<file path="src/rtl/ru_fault_allocator_pkg.sv">
// Shared constants for the fault allocator: FSM encodings and the {ru_idx, used} column-map field
// layout consumed by the RU controller and the output mux.
package ru_fault_allocator_pkg;

    typedef enum logic [1:0] {
        RA_IDLE = 2'd0,
        RA_SCAN = 2'd1,
        RA_DONE = 2'd2
    } ra_state_e;

    // col_ru_map field layout: used flag in the LSB, RU index above it
    localparam int unsigned MAP_USED_BIT   = 0;
    localparam int unsigned MAP_RU_IDX_LSB = 1;

endpackage

</file>
<file path="src/rtl/ru_fault_allocator_scan_index.sv">
// Column-major PE scan counter: row advances first, column advances on row wrap.
module ru_scan_index #(
    parameter int unsigned ROWS = 4,
    parameter int unsigned COLS = 4,
    localparam int unsigned NB_R = $clog2(ROWS),
    localparam int unsigned NB_C = $clog2(COLS)
) (
    input  logic            clk,
    input  logic            rst_n,
    input  logic            clear,
    input  logic            inc,
    output logic [NB_R-1:0] row,
    output logic [NB_C-1:0] col,
    output logic            wrap,
    output logic            last
);

    localparam logic [NB_R-1:0] ROW_MAX = NB_R'(ROWS - 1);
    localparam logic [NB_C-1:0] COL_MAX = NB_C'(COLS - 1);

    logic [NB_R-1:0] row_q;
    logic [NB_C-1:0] col_q;

    always_ff @(posedge clk or negedge rst_n) begin
        if (!rst_n) begin
            row_q <= '0;
            col_q <= '0;
        end else if (clear) begin
            row_q <= '0;
            col_q <= '0;
        end else if (inc) begin
            if (row_q == ROW_MAX) begin
                row_q <= '0;
                col_q <= (col_q == COL_MAX) ? '0 : col_q + 1'b1;
            end else begin
                row_q <= row_q + 1'b1;
            end
        end
    end

    assign row  = row_q;
    assign col  = col_q;
    assign wrap = (row_q == ROW_MAX);
    // last: column index is on its final value
    assign last = (col_q == COL_MAX);

endmodule

</file>
<file path="src/rtl/ru_fault_allocator.sv">
// Snapshots the BIST pass/fail matrix, scans it column-major and assigns faulty PEs to redundant
// units. Optional macro RU_ALLOC_EARLY_EXIT_EN ends the scan once no faulty PEs remain.
module ru_fault_allocator
    import ru_fault_allocator_pkg::*;
#(
    parameter int unsigned ROWS   = 4,
    parameter int unsigned COLS   = 4,
    parameter int unsigned NUM_RU = 4,
    localparam int unsigned NB_R  = $clog2(ROWS),
    localparam int unsigned NB_C  = $clog2(COLS),
    localparam int unsigned NB_RU = $clog2(NUM_RU),
    localparam int unsigned NB_F  = $clog2(ROWS * COLS + 1)
) (
    input  logic                      clk,
    input  logic                      rst_n,
    input  logic                      start,
    input  logic [ROWS*COLS-1:0]      stw_result_mat,
    output logic                      busy,
    output logic                      done,
    output logic                      alloc_valid,
    output logic [NUM_RU-1:0]         ru_en,
    output logic [NB_C*NUM_RU-1:0]    ru_col_mapping,
    output logic [NB_R*NUM_RU-1:0]    ru_row_mapping,
    output logic [COLS*(NB_RU+1)-1:0] col_ru_map,
    output logic [COLS-1:0]           col_multi_fault,
    output logic [NB_F-1:0]           fault_count,
    output logic                      overflow
);

    localparam int unsigned NPE     = ROWS * COLS;
    localparam int unsigned NB_PE   = $clog2(NPE);
    localparam int unsigned NB_NEXT = NB_RU + 1;
    localparam logic [NB_F-1:0]    F_MAX  = NB_F'(NPE);
    localparam logic [NB_NEXT-1:0] RU_MAX = NB_NEXT'(NUM_RU);

    ra_state_e          state_q;
    logic [NPE-1:0]     snap_q;
    logic               busy_q, done_q, valid_q, overflow_q;
    logic [NUM_RU-1:0]  ru_en_q;
    logic [NB_C-1:0]    ru_col_q [NUM_RU];
    logic [NB_R-1:0]    ru_row_q [NUM_RU];
    logic [NB_RU:0]     col_map_q [COLS];
    logic [COLS-1:0]    col_seen_q, col_multi_q;
    logic [NB_F-1:0]    fault_count_q;
    logic [NB_NEXT-1:0] next_ru_q;

    logic [NB_R-1:0]  row;
    logic [NB_C-1:0]  col;
    logic             row_wrap, col_last, scan_end;
    logic [NB_PE-1:0] pe_idx;
    logic [NB_RU-1:0] ru_idx;
    logic             fault;

    ru_scan_index #(
        .ROWS (ROWS),
        .COLS (COLS)
    ) u_scan_index (
        .clk   (clk),
        .rst_n (rst_n),
        .clear (state_q != RA_SCAN),
        .inc   (state_q == RA_SCAN),
        .row   (row),
        .col   (col),
        .wrap  (row_wrap),
        .last  (col_last)
    );

    assign pe_idx = NB_PE'(row) * NB_PE'(COLS) + NB_PE'(col);
    assign fault  = ~snap_q[pe_idx];
    assign ru_idx = next_ru_q[NB_RU-1:0];

`ifdef RU_ALLOC_EARLY_EXIT_EN
    logic [NPE-1:0] pending_q;
    logic [NPE-1:0] pe_bit;
    assign pe_bit   = NPE'(1) << pe_idx;
    assign scan_end = (row_wrap && col_last) || ((pending_q & ~pe_bit) == '0);
`else
    assign scan_end = row_wrap && col_last;
`endif

    always_ff @(posedge clk or negedge rst_n) begin
        if (!rst_n) begin
            state_q       <= RA_IDLE;
            snap_q        <= '0;
            busy_q        <= 1'b0;
            done_q        <= 1'b0;
            valid_q       <= 1'b0;
            overflow_q    <= 1'b0;
            ru_en_q       <= '0;
            col_seen_q    <= '0;
            col_multi_q   <= '0;
            fault_count_q <= '0;
            next_ru_q     <= '0;
            for (int k = 0; k < NUM_RU; k++) begin
                ru_col_q[k] <= '0;
                ru_row_q[k] <= '0;
            end
            for (int c = 0; c < COLS; c++) col_map_q[c] <= '0;
`ifdef RU_ALLOC_EARLY_EXIT_EN
            pending_q <= '0;
`endif
        end else begin
            done_q <= 1'b0;
            unique case (state_q)
                RA_IDLE: begin
                    if (start) begin
                        snap_q        <= stw_result_mat;
                        busy_q        <= 1'b1;
                        valid_q       <= 1'b0;
                        overflow_q    <= 1'b0;
                        ru_en_q       <= '0;
                        col_seen_q    <= '0;
                        col_multi_q   <= '0;
                        fault_count_q <= '0;
                        next_ru_q     <= '0;
                        for (int k = 0; k < NUM_RU; k++) begin
                            ru_col_q[k] <= '0;
                            ru_row_q[k] <= '0;
                        end
                        for (int c = 0; c < COLS; c++) col_map_q[c] <= '0;
`ifdef RU_ALLOC_EARLY_EXIT_EN
                        pending_q <= ~stw_result_mat;
                        if (&stw_result_mat) begin
                            state_q <= RA_DONE;
                            done_q  <= 1'b1;
                            valid_q <= 1'b1;
                        end else begin
                            state_q <= RA_SCAN;
                        end
`else
                        state_q <= RA_SCAN;
`endif
                    end
                end
                RA_SCAN: begin
`ifdef RU_ALLOC_EARLY_EXIT_EN
                    pending_q <= pending_q & ~pe_bit;
`endif
                    if (fault) begin
                        if (fault_count_q != F_MAX) fault_count_q <= fault_count_q + 1'b1;
                        // Second fault in a column flags it whether or not it was allocated
                        if (col_seen_q[col]) col_multi_q[col] <= 1'b1;
                        col_seen_q[col] <= 1'b1;
                        if (next_ru_q != RU_MAX) begin
                            ru_en_q[ru_idx]  <= 1'b1;
                            ru_col_q[ru_idx] <= col;
                            ru_row_q[ru_idx] <= row;
                            next_ru_q        <= next_ru_q + 1'b1;
                            if (!col_map_q[col][MAP_USED_BIT]) col_map_q[col] <= {ru_idx, 1'b1};
                        end else begin
                            overflow_q <= 1'b1;
                        end
                    end
                    if (scan_end) begin
                        state_q <= RA_DONE;
                        done_q  <= 1'b1;
                        valid_q <= 1'b1;
                    end
                end
                RA_DONE: begin
                    state_q <= RA_IDLE;
                    busy_q  <= 1'b0;
                end
                default: state_q <= RA_IDLE;
            endcase
        end
    end

    for (genvar k = 0; k < NUM_RU; k++) begin : g_ru_out
        assign ru_col_mapping[k*NB_C +: NB_C] = ru_col_q[k];
        assign ru_row_mapping[k*NB_R +: NB_R] = ru_row_q[k];
    end

    for (genvar c = 0; c < COLS; c++) begin : g_col_out
        assign col_ru_map[c*(NB_RU+1) +: NB_RU+1] = col_map_q[c];
    end

    assign busy            = busy_q;
    assign done            = done_q;
    assign alloc_valid     = valid_q;
    assign ru_en           = ru_en_q;
    assign col_multi_fault = col_multi_q;
    assign fault_count     = fault_count_q;
    assign overflow        = overflow_q;

endmodule

</file>
<file path="config.mk">
export PLATFORM = sky130hd
export DESIGN_NAME = ru_fault_allocator
export DESIGN_NICKNAME = d
export VERILOG_FILES = /design/src/rtl/ru_fault_allocator_pkg.sv /design/src/rtl/ru_fault_allocator_scan_index.sv /design/src/rtl/ru_fault_allocator.sv
export SDC_FILE = /design/constraint.sdc
export NUM_CORES = 1
export LEC_CHECK = 0
export ABC_CLOCK_PERIOD_IN_PS = 3070
export CORE_ASPECT_RATIO = 2
export CORE_MARGIN = 10
export CORE_UTILIZATION = 23
export CTS_CLUSTER_DIAMETER = 60
export CTS_CLUSTER_SIZE = 28
export DETAILED_ROUTE_END_ITERATION = 7
export GPL_TIMING_DRIVEN = 0
export PLACE_DENSITY_LB_ADDON = 0.08
export SYNTH_ARGS = -nofsm -noshare
export SYNTH_HDL_FRONTEND = slang
export SYNTH_HIERARCHICAL = 1
export SYNTH_SLANG_ARGS = --single-unit
</file>
<file path="constraint.sdc">
create_clock -name clk -period 3.07 [get_ports clk]
set_clock_uncertainty 0.05 [all_clocks]
set_input_delay 0.614 -clock clk [delete_from_list [all_inputs] [get_ports clk]]
set_output_delay 0.614 -clock clk [all_outputs]
set_load 0.01 [all_outputs]
</file>
==> impl_metrics.yaml, run 1 <==
cells_and_area:
  utilization_pct: 31.5
  final_cell_mix: "dfrtp_1 (74), nand2_1 (68), clkdlybuf4s50_1 (62), clkbuf_1 (19), a32o_1 (19)"
  n_antenna_cell: 0
  drive_gt1_share_pct: 9.93
  multi_input_area_mm2: 0.00153
  final_common_cell: "dfrtp_1"
  fin_area_mm2: 0.00469
  syn2layout_area_growth_pct: 33.7
  fin_nets: 425
  instances_no_fill: 598
  final-seq-area_mm2: 0.00185
  fillers: 1555
placement:
  placed_cells: 582
  place_congestion: 0.712
  place_area_mm2: 0.00441
  dpl.hpwl_mm: 8.49
  io_buffer_count: 63
critical_path:
  rr_endpoint: "col_ru_map[2]"
  r2r_setup_slack_ns: 0.25
  crit_path_end_kind: "flip-flop"
  worstSetupPathType: "in -> reg"
  rr_startpoint: "u_scan_index/col[1]"
  crit_required_ns: 3.24
  arrival_ns: 3.04
  cp-start-kind: "input port"
  cp-endpoint: "fault_count[0]"
  reg2reg_depth: 8
  setup.worst_path.start: "start"
  crit_fanout: 5
sta:
  finalSetupTns_ns: 0
  hold_viol: 0
  slew_headroom_pct: 36.8
  hold_ws_ns: 0.173
  slew_viol_final: 0
  final.min_clock_period_ns: 2.88
  fin_crit_sh_pct: 93.7
  fmax_ghz: 0.348
  worst_pin_slew_ns: 0.946
  rsz0062_at_grt: "no"
  setup_viol: 0
yosys:
  synth_edf_count: 0
  synth_cells: 323
  yosysWarningCount: 6
  synth_top_flop_cell: "dfrtp_1"
  synth-async-reset-ratio_pct: 100
  synth_nets: 350
  ys_types: 46
  ys_seq_area_share_pct: 52.8
  synth_area_mm2: 0.00351
  syn_avg_cell_area_um2: 10.9
  ys_ff_latch: 74
drt:
  via_per_inst: 4.58
  wl_per_cell_um: 18.2
  dr.pass1.iters: 4
  drtIter0Drc: 85
  top_layer: "met4"
  wl_met3_um: 391
  vias: 2741
  wl_mm: 10.9
  ant_nets: 0
  drc_errors: 0
  met2_length_mm: 6.35
  wl_met1_mm: 3.98
worst_hold_path:
  hold_class: "in -> async"
floorplanning:
  fp.dieW_um: 107
  num_rows: 63
  ios: 64
  die-area_mm2: 0.0209
  core-area_mm2: 0.0149
  die-height_um: 195
  initial_core_util_pct: 23.5
global_route:
  grt_pass1_wl_mm: 17.2
  gr-total-overflow: 0
  grt.total_usage_pct: 10.8
  grt_max_degree: 43
  antenna_found_initial: 0
  grt_pass1_vias: 3016
cts:
  ctsHoldBuffers: 0
  htreeDepth: 3
  clockBufferDepth: 2
  cts_buffers: 9
  cts_resized: 0
  cts.sinks: 74
  clock_latency_ns: 0.34
  postCtsSetupRepairBufs: 0
  root_buffer: "clkbuf_16"
  clk_pin_slew_worst_paths_ns: 0.06
  cts_tree: "yes"
flow_run:
  cap_violations: 0
power:
  max-vdd-ir-drop_mv: 0.329
  p_leak_nw: 2.04
  powerDensity_mw_per_mm2: 1150
run_status:
  status: "completed"
[sequential cells by signal (all words and copies together), names as in the netlist]
signal and count:
overflow 1, u_scan_index/col 2, snap_q 16, fault_count 5
alloc_valid 1, u_scan_index/row 2, col_ru_map 12, ru_col_mapping 8
ru_row_mapping 8, state_q 2, next_ru_q 3, done 1
busy 1, col_multi_fault 4, col_seen_q 4, ru_en 4
[stage by stage]
stage | total power, mW | worst slack [ns]
floorplan | 3.31 | 0.643
global placement | 4.44 | -1.52
detailed placement | 4.48 | -0.197
CTS | 5.52 | 0.154
global route | 5.82 | 0.00189
finish | 5.39 | 0.193
[worst min path at each step]
stage	slack [ns]	depth (start not counted)	to
after detailed placement	0.43	1	alloc_valid
after global routing	0.20	1	col_ru_map[2]
after global placement	0.42	1	alloc_valid
final	0.17	1	col_ru_map[2]
after CTS	0.19	1	col_ru_map[2]
after floorplan	0.27	0	alloc_valid
[cell families (layout without fill, tap and decap cells)]
logic type | count (synthesis) | after routing | share of synthesized area (%)
AOI/OAI and AO/OA | 74 | 74 | 16.9
adders and majority gates | 8 | 8 | 2.86
buffers and inverters | 30 | 110 | 3.64
DFF | 74 | 74 | 52.8
muxes | 26 | 26 | 9.71
and+or+nand+nor | 111 | 111 | 14.1
[per-layer routing]
layer | vias to the layer above | GRT usage [%]
li1 | 1309 | -
met1 | 1368 | 10.7
met2 | 56 | 20.8
met3 | 8 | 2.32
met4 | 0 | 4.07
met5 | - | 0
[layout make-up]
type                            instances  area share, %
Timing Repair Buffer                   64           14.0
Tap cell                              195           5.21
Inverter                               10          0.801
Multi-Input combinational cell        219           32.6
Clock buffer                           13           5.13
Buffer                                 20           1.92
Clock inverter                          3          0.854
Sequential cell                        74           39.5
[worst max-delay path, stage by stage]
cell             delay, ns
clkdlybuf4s50_1       0.51
nor3b_1               0.79
nor2_1                0.08
o2bb2ai_1             0.22
or3_1                 0.36
buf_2                 0.17
mux2_4                0.30
[where the power goes]
| group | switching, mW | internal [mW] |
|---|---|---|
| logic | 1.42 | 1.23 |
| registers | 0.337 | 1.38 |
| clock network | 0.395 | 0.628 |
| total | 2.15 | 3.24 |
[Yosys cell counts (2+ instances only)]
master     instances  share of area [%]
a21bo_2            2               0.57
a21oi_1           11                1.6
a221oi_1           2               0.50
a22o_1            14                3.5
a32o_1            19                5.4
and2_1             5               0.89
buf_2              3               0.43
clkbuf_1          15                1.6
dfrtp_1           74                 53
ha_1               8                2.9
inv_1             10                1.1
mux2_1             2               0.64
mux2_2             8                2.6
mux2i_1           10                2.9
mux4_2             5                3.2
nand2_1           68                7.3
nand2b_1           3               0.54
nand3_1            4               0.57
nor2_1            17                1.8
nor2b_1            2               0.36
nor3_1             2               0.29
nor3b_1            2               0.43
o21a_1             2               0.43
o21ai_0           11                1.6
o21ai_1            2               0.29
o2bb2ai_1          2               0.50
Note: power is estimated with default switching activity, not from simulation.
==> inputs of run 2 (changes only) <==
Settings changed: ABC_AREA set to 1.
==> impl_metrics.yaml, run 2 <==
run_status:
  status: "completed"
cts:
  cts_tree: "yes"
  clockBufferDepth: 2
  cts_buffers: 9
  root_buffer: "clkbuf_16"
  postCtsSetupRepairBufs: 0
  ctsHoldBuffers: 0
  htreeDepth: 3
  clk_pin_slew_worst_paths_ns: 0.06
  clock_latency_ns: 0.34
  cts_resized: 0
  cts.sinks: 74
critical_path:
  cp-start-kind: "flip-flop"
  r2r_setup_slack_ns: 0.80
  cp_cell_sequence: "inv_1 > ha_1 > nand2_1 > inv_1 > nand2_1 > clkbuf_1 > nand4_1 > nand2_1"
  crit_required_ns: 3.30
  rr_endpoint: "ru_col_mapping[4]"
  crit_path_end_kind: "flip-flop"
  slowest_stage: "dfrtp_1"
  crit_buf_inv: 3
  crit_top_cell: "nand2_1"
  worstSetupPathType: "reg -> reg"
  cp_top_family: "buffers and inverters"
  arrival_ns: 2.50
  reg2reg_depth: 8
  slowest_delay_ns: 0.48
  crit_fanout: 10
  rr_startpoint: "next_ru_q[0]"
cells_and_area:
  fin_nets: 536
  instances_no_fill: 715
  n_antenna_cell: 0
  drive_gt1_share_pct: 12.6
  largest_reg_flops: 16
  final_common_cell: "nand2_1"
  largest_register: "snap_q"
  syn2layout_area_growth_pct: 32.2
  final_cell_mix: "nand2_1 (179), dfrtp_1 (74), clkdlybuf4s50_1 (62), nand4_1 (27), nor2_1 (24)"
placement:
  dp_slack_ns: 0.808
  io_buffer_count: 63
  dpl.hpwl_mm: 8.59
  place_congestion: 0.794
  placed_cells: 699
sta:
  worst_pin_slew_ns: 0.599
  slew_viol_final: 0
  rsz0062_at_grt: "no"
  finalSetupTns_ns: 0
  worst_slack_ns: 0.801
  fin_crit_sh_pct: 73.9
  final.min_clock_period_ns: 2.27
  hold_viol: 0
  setup_viol: 0
  hold_ws_ns: 0.0701
  slew_headroom_pct: 60.0
  fmax_ghz: 0.441
drt:
  via_per_inst: 4.34
  wl_per_cell_um: 15.6
  drtIter0Drc: 104
  vias: 3102
  ant_nets: 0
  dr.pass1.iters: 4
  drc_errors: 0
  wl_mm: 11.1
global_route:
  grt_max_degree: 63
  antenna_found_initial: 0
  grt_pass1_vias: 3335
  gr-total-overflow: 0
  grt_pass1_wl_mm: 18.1
  grt.total_usage_pct: 10.9
yosys:
  synth-async-reset-ratio_pct: 100
  synth_most_common_cell: "nand2_1"
  ys_types: 30
  synth_nets: 461
  ys_seq_area_share_pct: 50.5
  synth_top_area_share_pct: 50.5
  synth_commonest_cells: "nand2_1 (179), dfrtp_1 (74), nand4_1 (27), nor2_1 (24)"
  synth_area_leaders: "dfrtp_1 (50%), nand2_1 (18%), nand4_1 (4.6%)"
  synth_top_flop_cell: "dfrtp_1"
  syn_avg_cell_area_um2: 8.46
  ys_ff_latch: 74
  synth_edf_count: 0
  synth_cells: 434
  synth_area_mm2: 0.00367
  yosys.area.top_type: "dfrtp_1"
  yosysWarningCount: 6
floorplanning:
  die-area_mm2: 0.0217
  initial_core_util_pct: 23.4
  die-height_um: 199
  core-area_mm2: 0.0157
  fp.dieW_um: 109
  ios: 64
  num_rows: 65
flow_run:
  cap_violations: 0
power:
  max-vdd-ir-drop_mv: 0.364
  p_leak_nw: 2.35
  finalPower_mw: 5.72
  powerDensity_mw_per_mm2: 1180
worst_hold_path:
  hold_class: "in -> async"
-- run 2: cell types whose count changed after synthesis, sizes merged, moves of 11 or more --
cell   before  now
inv        10   26
nand4       1   27
nand3       4   30
nand2      68  186
a32o       19    0
mux2       11    0
a22o       14    0
-- run 2: kinds of logic after synthesis --
family / Yosys count / synth area share (%)
AND/OR/NAND/NOR: 277 / 34.8
flip-flops: 74 / 50.5
buffers and inverters: 43 / 6.21
AO/OA/AOI/OAI: 31 / 5.52
adder cells (fa/ha/maj): 8 / 2.73
XOR/XNOR: 1 / 0.239
-- run 2: final cells by class --
class | count | area, um2
repair buffers | 64 | 656
inverters | 26 | 103
fillers | 1686 | 10800
clock inverters | 6 | 43.8
multi-input cells | 317 | 1590
plain buffers | 17 | 125
clock buffers | 10 | 229
well taps | 201 | 251
flip-flops and latches | 74 | 1850
-- run 2: worst reg2reg max path, delay by kind of cell, from the launching register on --
| kind | cells | cell delay [ns] |
|---|---|---|
| buffers and inverters | 3 | 0.72 |
| flip-flops | 1 | 0.48 |
| adder cells (fa/ha/maj) | 1 | 0.34 |
| AND/OR/NAND/NOR | 4 | 0.62 |
-- run 2: power breakdown --
part | leakage [nW] | internal [mW] | switching [mW]
sequential | 0.935 | 1.37 | 0.284
combinational | 1.30 | 1.22 | 1.86
clock | 0.121 | 0.547 | 0.440
total | 2.35 | 3.14 | 2.58
-- run 2: how the worst max path moves through the flow --
stage,start,cells after the start,slack [ns],to
floorplan,next_ru_q[0],9,1.37,ru_col_mapping[0]
global placement,rst_n,1,-1.53,ru_col_mapping[5]
detailed placement,next_ru_q[0],8,0.81,ru_col_mapping[4]
CTS,next_ru_q[0],8,0.79,ru_col_mapping[4]
global route,next_ru_q[0],8,0.63,ru_col_mapping[1]
finish,next_ru_q[0],8,0.80,ru_col_mapping[4]
-- run 2: metrics by stage --
step,util (%),instance area (um2)
6_report,30.9,4850
5_1_grt,30.9,4850
4_1_cts,30.9,4850
3_5_place_dp,29.2,4580
3_3_place_gp,29.0,4550
2_1_floorplan,-,3670
-- run 2: layer usage --
metal	GRT usage (%)	part of all wire (%)	up-vias
met5	0	0	-
met4	4.99	2.4	0
met3	2.56	4.1	17
met2	19.4	55	63
met1	11.6	38	1464
li1	-	-	1558
==> inputs of run 3 (changes only) <==
Settings changed: ABC_CLOCK_PERIOD_IN_PS 3070 to 2090.
Clock period 3.07 ns to 2.09 ns, I/O delays scaled along.
==> impl_metrics.yaml, run 3 (synthesis results as in run 2) <==
power:
  p_leak_nw: 2.36
  p_int_mw: 4.62
  power.share.clock_pct: 17.2
  finalPower_mw: 8.42
  sw_frac_of_total_pct: 45.1
  combPwrFrac_pct: 53.8
  max-vdd-ir-drop_mv: 0.515
  p_switching_mw: 3.80
  seqPwrFrac_pct: 29.0
  powerDensity_mw_per_mm2: 1730
sta:
  setup_viol: 0
  worst_slack_ns: 0.145
  hold_ws_ns: 0.407
  fin_crit_sh_pct: 93.1
  final.min_clock_period_ns: 1.95
  slew_headroom_pct: 64.5
  slew_viol_final: 0
  worst_pin_slew_ns: 0.533
  fmax_ghz: 0.514
  hold_viol: 0
cts:
  clockBufferDepth: 2
  postCtsSetupRepairBufs: 0
  cts_buffers: 9
  htreeDepth: 3
  clock_latency_ns: 0.34
  cts_tree: "yes"
  root_buffer: "clkbuf_16"
  cts.sinks: 74
  clk_pin_slew_worst_paths_ns: 0.06
global_route:
  met2_usage_pct: 19.5
  grt_pass1_wl_mm: 18.2
  grt_util_met3_pct: 2.50
  gr-total-overflow: 0
  top_usage_layer: "met2"
  grt_max_degree: 63
  antenna_found_initial: 0
  grt.total_usage_pct: 10.9
  grtUsageMet1_pct: 11.6
  grt_pass1_vias: 3335
floorplanning:
  fp.dieW_um: 109
  core-area_mm2: 0.0157
  initial_core_util_pct: 23.4
  die-height_um: 199
  die-area_mm2: 0.0217
  num_rows: 65
  ios: 64
placement:
  dp_slack_ns: -0.172
  io_buffer_count: 63
  dpl.hpwl_mm: 8.59
  placed_cells: 699
  place_congestion: 0.794
cells_and_area:
  largest_reg_flops: 16
  utilization_pct: 31.0
  final_common_cell: "nand2_1"
  syn2layout_area_growth_pct: 32.8
  largest_register: "snap_q"
  final_cell_mix: "nand2_1 (179), dfrtp_1 (74), clkdlybuf4s50_1 (62), nand4_1 (27), nand3_1 (21)"
  fin_nets: 536
  n_antenna_cell: 0
  drive_gt1_share_pct: 14.0
  instances_no_fill: 715
worst_hold_path:
  hold_class: "in -> async"
critical_path:
  slowest_stage: "dfrtp_1"
  cp_top_family: "buffers and inverters"
  cp_cell_sequence: "inv_2 > ha_2 > nand2_1 > inv_1 > nand2_1 > buf_2 > nand4_1 > nand2_1"
  crit_fanout: 10
  slowest_delay_ns: 0.47
  cp-start-kind: "flip-flop"
  crit_top_cell: "nand2_1"
  arrival_ns: 2.12
  worstSetupPathType: "reg -> reg"
  crit_required_ns: 2.27
  crit_path_end_kind: "flip-flop"
  crit_buf_inv: 3
drt:
  dr.pass1.iters: 4
  via_per_inst: 4.33
  wl_per_cell_um: 15.5
  ant_nets: 0
  drc_errors: 0
  vias: 3096
  wl_mm: 11.1
  drtIter0Drc: 108
flow_run:
  cap_violations: 0
run_status:
  status: "completed"
-- run 3: cell types whose count changed in the layout (fill, tap and decap cells not counted), sizes merged --
| cell | delta |
|---|---|
| dlygate4sd3 | +1 |
| clkbuf | -2 |
| buf | +1 |
-- run 3: power by group through the flow --
stage	Clock [mW]	Combinational [mW]	Sequential, mW
2_1_floorplan	0	2.88	2.50
3_3_place_gp	0	4.55	2.47
3_5_place_dp	0	4.60	2.47
4_1_cts	1.50	4.63	2.45
5_1_grt	1.55	5.10	2.51
6_report	1.45	4.53	2.44
-- run 3: cell type report --
| type | instances | area, um2 |
|---|---|---|
| Buffer | 16 | 125 |
| Clock buffer | 10 | 229 |
| Clock inverter | 6 | 43.8 |
| Fill cell | 1685 | 10800 |
| Inverter | 26 | 103 |
| Multi-Input combinational cell | 317 | 1600 |
| Sequential cell | 74 | 1850 |
| Tap cell | 201 | 251 |
| Timing Repair Buffer | 65 | 666 |
-- run 3: metrics by stage --
step | TNS (ns) | area [um2]
2_1_floorplan | 0 | 3670
3_3_place_gp | -172.19 | 4550
3_5_place_dp | -1.45 | 4580
4_1_cts | -0.0394 | 4870
5_1_grt | -0.000707 | 4870
6_report | 0 | 4870
-- run 3: path summary, 6_finish.rpt --
check	startpoint	to	cells past startpoint	slack (ns)
hold reg to reg	ru_col_mapping[2]	ru_col_mapping[2]	2	0.42
setup reg to reg	next_ru_q[0]	ru_col_mapping[1]	8	0.14
min in group clk	ru_col_mapping[2]	ru_col_mapping[2]	2	0.42
setup / recovery	next_ru_q[0]	ru_col_mapping[1]	8	0.14
hold / removal	rst_n	col_multi_fault[0]	2	0.41
max in group asynchronous	rst_n	fault_count[1]	3	1.00
-- run 3: repair_timing --
| item | 4_1_cts | 5_1_grt |
|---|---|---|
| endpoints found under the hold margin | 12 | 0 |
| gates resized for setup | 4 | 5 |
| setup endpoints to repair | 17 | 17 |
| hold buffers | 1 | 0 |
| pin swaps | 0 | 0 |
-- run 3: layer usage --
layer  up-vias  part of all wire [%]
met5         -                     0
met4         0                   1.9
met3        13                   3.8
met2        56                    56
met1      1469                    39
li1       1558                     -
